File: config.mk
export PLATFORM = sky130hd
export DESIGN_NAME = fetch_unit
export DESIGN_NICKNAME = d
export VERILOG_FILES = /design/src/rtl/cpu_defs.sv /design/src/rtl/next_pc_mux.sv /design/src/rtl/fetch_unit.sv
export SDC_FILE = /design/constraint.sdc
export NUM_CORES = 1
export LEC_CHECK = 0
export ABC_AREA = 1
export ABC_CLOCK_PERIOD_IN_PS = 2050
export CORE_MARGIN = 10
export CORE_UTILIZATION = 48
export CTS_BUF_LIST = sky130_fd_sc_hd__clkbuf_4 sky130_fd_sc_hd__clkbuf_8
export CTS_CLUSTER_DIAMETER = 200
export DETAILED_ROUTE_END_ITERATION = 8
export PLACE_DENSITY = 0.87
export RECOVER_POWER = 25
export SLEW_MARGIN = 0
export SYNTH_ARGS = -nofsm -noshare
export SYNTH_HDL_FRONTEND = slang
export SYNTH_HIERARCHICAL = 1
export SYNTH_SLANG_ARGS = --single-unit
export TNS_END_PERCENT = 10
File: constraint.sdc
create_clock -name clk -period 2.05 [get_ports clk]
set_input_delay 0.41 -clock clk [delete_from_list [all_inputs] [get_ports clk]]
set_output_delay 0.41 -clock clk [all_outputs]
set_load 0.005 [all_outputs]
File: src/rtl/cpu_defs.sv
// Shared CPU definitions: opcode/funct constants, next-PC select encodings,
// and the fetch FSM state type.
package cpu_defs;

  localparam logic [5:0] OP_RTYPE   = 6'h00;
  localparam logic [5:0] OP_J       = 6'h02;
  localparam logic [5:0] OP_JAL     = 6'h03;
  localparam logic [5:0] OP_BEQ     = 6'h04;
  localparam logic [5:0] OP_BNE     = 6'h05;
  localparam logic [5:0] OP_ADDI    = 6'h08;
  localparam logic [5:0] OP_LW      = 6'h23;
  localparam logic [5:0] OP_SW      = 6'h2B;

  localparam logic [5:0] FUNCT_JR   = 6'h08;
  localparam logic [5:0] FUNCT_ADD  = 6'h20;
  localparam logic [5:0] FUNCT_SUB  = 6'h22;
  localparam logic [5:0] FUNCT_AND  = 6'h24;
  localparam logic [5:0] FUNCT_OR   = 6'h25;
  localparam logic [5:0] FUNCT_SLT  = 6'h2A;

  typedef enum logic [1:0] {
    PCSRC_PLUS4  = 2'd0,
    PCSRC_BRANCH = 2'd1,
    PCSRC_JUMP   = 2'd2,
    PCSRC_REG    = 2'd3
  } pc_src_e;

  typedef enum logic {
    FETCH_IDLE = 1'b0,
    FETCH_WAIT = 1'b1
  } fetch_state_e;

  function automatic logic branch_taken(input logic beq, input logic bne,
                                        input logic zero);
    return (beq & zero) | (bne & ~zero);
  endfunction

endpackage

File: src/rtl/next_pc_mux.sv
// Combinational next-PC selection; a not-taken branch selects the current PC.
module next_pc_mux
  import cpu_defs::*;
(
  input  logic [31:0] pc,
  input  logic [1:0]  pc_src,
  input  logic        branch_eq,
  input  logic        branch_ne,
  input  logic        alu_zero,
  input  logic [31:0] alu_out,
  input  logic [25:0] jump_index,
  input  logic [31:0] reg_a,
  output logic [31:0] next_pc,
  output logic        misaligned
);

  always_comb begin
    next_pc    = pc + 32'd4;
    misaligned = 1'b0;
    case (pc_src_e'(pc_src))
      PCSRC_PLUS4:  next_pc = pc + 32'd4;
      PCSRC_BRANCH: next_pc = branch_taken(branch_eq, branch_ne, alu_zero) ? alu_out : pc;
      PCSRC_JUMP:   next_pc = {pc[31:28], jump_index, 2'b00};
      PCSRC_REG: begin
        next_pc    = {reg_a[31:2], 2'b00};
        misaligned = |reg_a[1:0];
      end
      default:      next_pc = pc + 32'd4;
    endcase
  end

endmodule

File: src/rtl/fetch_unit.sv
// Instruction fetch: IDLE/WAIT fetch FSM plus PC, IR and link registers.
module fetch_unit
  import cpu_defs::*;
(
  input  logic        clk,
  input  logic        rst_n,
  input  logic        pc_we,
  input  logic [1:0]  pc_src,
  input  logic        ir_we,
  input  logic        branch_eq,
  input  logic        branch_ne,
  input  logic        jal,
  input  logic        alu_zero,
  input  logic [31:0] alu_out,
  input  logic [31:0] reg_a,
  input  logic [31:0] mem_rdata,
  input  logic        mem_valid,
  output logic [31:0] pc,
  output logic [31:0] instruction,
  output logic        stall,
  output logic [31:0] link_addr,
  output logic        link_we,
  output logic        misalign
);

  fetch_state_e state, state_next;
  logic         ir_capture;
  logic         pc_update;
  logic [31:0]  next_pc;
  logic         target_misaligned;

  next_pc_mux u_next_pc_mux (
    .pc         (pc),
    .pc_src     (pc_src),
    .branch_eq  (branch_eq),
    .branch_ne  (branch_ne),
    .alu_zero   (alu_zero),
    .alu_out    (alu_out),
    .jump_index (instruction[25:0]),
    .reg_a      (reg_a),
    .next_pc    (next_pc),
    .misaligned (target_misaligned)
  );

  // A fetch that misses in IDLE also blocks the PC write on that same edge.
  always_comb begin
    state_next = state;
    ir_capture = 1'b0;
    pc_update  = 1'b0;
    case (state)
      FETCH_IDLE: begin
        if (ir_we) begin
          if (mem_valid) ir_capture = 1'b1;
          else           state_next = FETCH_WAIT;
        end
        pc_update = pc_we & ~(ir_we & ~mem_valid);
      end
      FETCH_WAIT: begin
        if (mem_valid) begin
          ir_capture = 1'b1;
          state_next = FETCH_IDLE;
        end
      end
      default: state_next = FETCH_IDLE;
    endcase
  end

  always_ff @(posedge clk) begin
    if (!rst_n) begin
      state       <= FETCH_IDLE;
      pc          <= '0;
      instruction <= '0;
      link_addr   <= '0;
      link_we     <= 1'b0;
      misalign    <= 1'b0;
    end else begin
      state   <= state_next;
      link_we <= pc_update & jal;
      if (ir_capture) instruction <= mem_rdata;
      if (pc_update) pc <= next_pc;
      if (pc_update && jal) link_addr <= pc;
      if (pc_update && target_misaligned) misalign <= 1'b1;
    end
  end

  assign stall = (state == FETCH_WAIT);

endmodule
==> impl_metrics.csv <==
group,metric,value,unit
run_status,status,"finished, final reports clean",
yosys,synth-warning-count,6,
critical_path,end_kind,"flop",
sta,finalSetupViolCount,0,
critical_path,slowest_stage,"o21ai_0",
grt,grt_max_degree,42,
floorplan,num_io_pins,206,
sta,final.setup.tns,0,ns
yosys,synthTopCellsByCount,"nand2_1 (317), inv_1 (159), nor2_1 (136), dfxtp_1 (99), nand3_1 (71)",
sta,min_period,1.97,ns
grt,grt_pass1_wl,34900,µm
critical_path,crit_type,"in2reg",
drt,drtAntennaViolNets,0,
cts,clock_latency,0.38,ns
floorplan,start_util,0.489,
sta,rsz0062_at_grt,"no",
cts,cts_hold_buf,0,
cts,ctsResizeCount,0,
floorplan,die_w,133,µm
yosys,synthCells,1036,
cts,cts-root-buf,"clkbuf_8",
power,power.internal,3.42,mW
power,p_sw,1.36,mW
critical_path,crit_required,2.33,ns
cts,cts_max_path_buffers,2,
drt,wl,21700,µm
grt,grt_pass1_vias,6615,
final_layout,drive_gt1_frac,0.0615,
yosys,synth_seq_cells,99,
yosys,synth_edf_count,0,
run,maxCapViolations,0,
place,dp_slack,0.0128,ns
yosys,yosysTopAreaCell,"dfxtp_1",
critical_path,path_max_fanout,12,
grt,antenna_found_initial,1,
yosys,synth_top_flop_cell,"dfxtp_1",
critical_path,path_buf_inv,3,
power,leakagePower,3.72,nW
sta,period_share,0.960,
final_layout,fillers,1143,
sta,finalHoldViolations,0,
power,clockPowerShare,0.305,
power,switching_share,0.285,
yosys,yosysUniqueCellTypes,32,
place,dp.final_hpwl,16600,µm
sta,fin_ws,0.0830,ns
critical_path,critPathArrivalTime,2.25,ns
critical_path,slowest_delay,0.66,ns
power,powerDensity,551,nW/µm²
cts,post-cts-setup-buffers,0,
final_layout,fin_nets,1338,
critical_path,crit_top_cell,"nor2_1",
drt,drt_iter0_markers,761,
final_layout,synthToLayoutAreaGrowth,41.3,%
cts,cts_tree,"yes",
drt,vias,7101,
floorplan,die_area,17700,µm²
yosys,netlist_top_cells_area,"dfxtp_1 (32%), nand2_1 (19%), inv_1 (9.7%)",
sta,skew,0.0121,ns
critical_path,crit_family,"buffers and inverters",
yosys,syn-num-nets,1144,
sta,worstMarginPinSlew,0.801,ns
cts,htree_levels,3,
place,finalWeightedCongestion,0.946,
floorplan,core-area,12600,µm²
drt,wire_per_inst,15.4,µm
sta,relSlewSlack,0.460,
sta,final-max-slew-violation-count,0,
floorplan,die_height,133,µm
grt,overflow,0,
cts,path_clk_slew,0.10,ns
yosys,syn_area,6150,µm²
yosys,syn_area_per_cell,5.93,µm²
critical_path,cp-start-kind,"input pin",
floorplan,placementRows,41,
power,peakVddDrop,0.389,mV
place,io_buffer_count,205,
critical_path,path_cells,"dlygate4sd3_1 -> o21ai_0 -> inv_1 -> buf_2 -> nor2_1 -> nor2_1",
yosys,ys_async_sr_fraction,0,
yosys,synth_top_area_share,0.322,
min_path,min_path_type,"in2reg",
grt,grt_usage,0.237,
yosys,yosysMostFrequentCell,"nand2_1",
drt,drtPass1Iterations,5,
drt,drc,0,
sta,fmax,0.508,GHz
cts,cts_buffers,9,
power,p_comb_frac,0.247,
yosys,yosysSeqAreaShare,0.322,
cts,cts.sinks,99,
power,pwr-share-seq,0.448,
drt,vias_per_cell,5.04,
area by class of cell:
cell class | count | area [µm²] | share of cell area
diodes | 1 | 2.50 | 0.000288
clock buffers | 12 | 159 | 0.0183
clock inverters | 4 | 72.6 | 0.00835
inverters | 161 | 604 | 0.0696
multi-input cells | 718 | 3270 | 0.376
flip-flops and latches | 99 | 1980 | 0.228
well taps | 172 | 215 | 0.0248
repair buffers | 241 | 2380 | 0.275
cell usage in the layout (no fill, tap or decap):
master,n
nand2_1,318
diode_2,1
buf_12,6
nand2_4,3
clkinv_2,1
buf_2,2
clkinvlp_4,1
buf_4,27
inv_1,159
nor2_2,4
nand3_1,72
and2_1,2
a22o_1,2
inv_2,1
nor2_1,134
nor2_8,2
or2_2,2
xor2_1,5
nor3_1,3
nor2_4,7
a21oi_1,35
bufinv_16,2
clkinv_1,1
dfxtp_1,99
clkdlybuf4s50_1,203
xnor2_1,1
o21ai_1,4
o211ai_1,6
clkbuf_4,1
clkbuf_2,2
o21ai_0,63
o21bai_1,9
clkbuf_8,11
dlygate4sd3_1,1
nand2_2,3
ha_1,1
nand4_1,41
nand3_2,1
power groups by stage:
stage,Clock [mW],Combinational [mW],Sequential (mW)
6_report,1.46,1.18,2.15
5_1_grt,1.55,1.31,2.16
4_1_cts,1.48,1.19,2.15
3_5_place_dp,0,1.18,2.19
3_3_place_gp,0,1.16,2.19
2_1_floorplan,0,0.538,2.18
through the flow:
stage / cells / utilization / hold WS [ns] / cell area [µm²] / total power [mW]
floorplan: 1036 / - / 0.447 / 6150 / 2.72
global placement: 1391 / 0.675 / 0.440 / 8480 / 3.35
detailed placement: 1391 / 0.675 / 0.463 / 8480 / 3.37
CTS: 1407 / 0.693 / 0.335 / 8710 / 4.82
global route: 1408 / 0.691 / 0.350 / 8690 / 5.02
finish: 1408 / 0.691 / 0.342 / 8690 / 4.79
worst min-delay path: stages:
cell	delay, ns
buf_2	0.12
clkinv_1	0.10
a21oi_1	0.05
kinds of logic (layout without fill, tap and decap cells):
family	Yosys count	in the layout	share of synthesized area
AOI/OAI and AO/OA	119	119	0.105
xor gates and xnor gates	6	6	0.00855
adders and majority gates	1	1	0.00203
buffers and inverters	219	418	0.145
DFF	99	99	0.322
other	0	1	0
and+or+nand+nor	592	592	0.417
state kept, by name (all words and copies together), names as in the netlist:
register     cells
instruction     32
link_addr       32
link_we          1
misalign         1
pc              32
stall            1
final timing paths:
path | startpoint | slack [ns] | endpoint | cells past startpoint
setup reg to reg | pc[15] | 0.25 | pc[27] | 10
hold / removal | rst_n | 0.34 | pc[0] | 3
hold reg to reg | misalign | 0.47 | misalign | 2
setup / recovery | ir_we | 0.08 | instruction[18] | 6
layer usage:
metal	up-vias	share of wire	track usage
li1	3591	-	-
met4	0	0.020	0.0846
met5	-	0	0
met2	308	0.46	0.373
met3	29	0.098	0.0741
met1	3173	0.42	0.299
No activity file was read; power rests on OpenSTA's default activity.
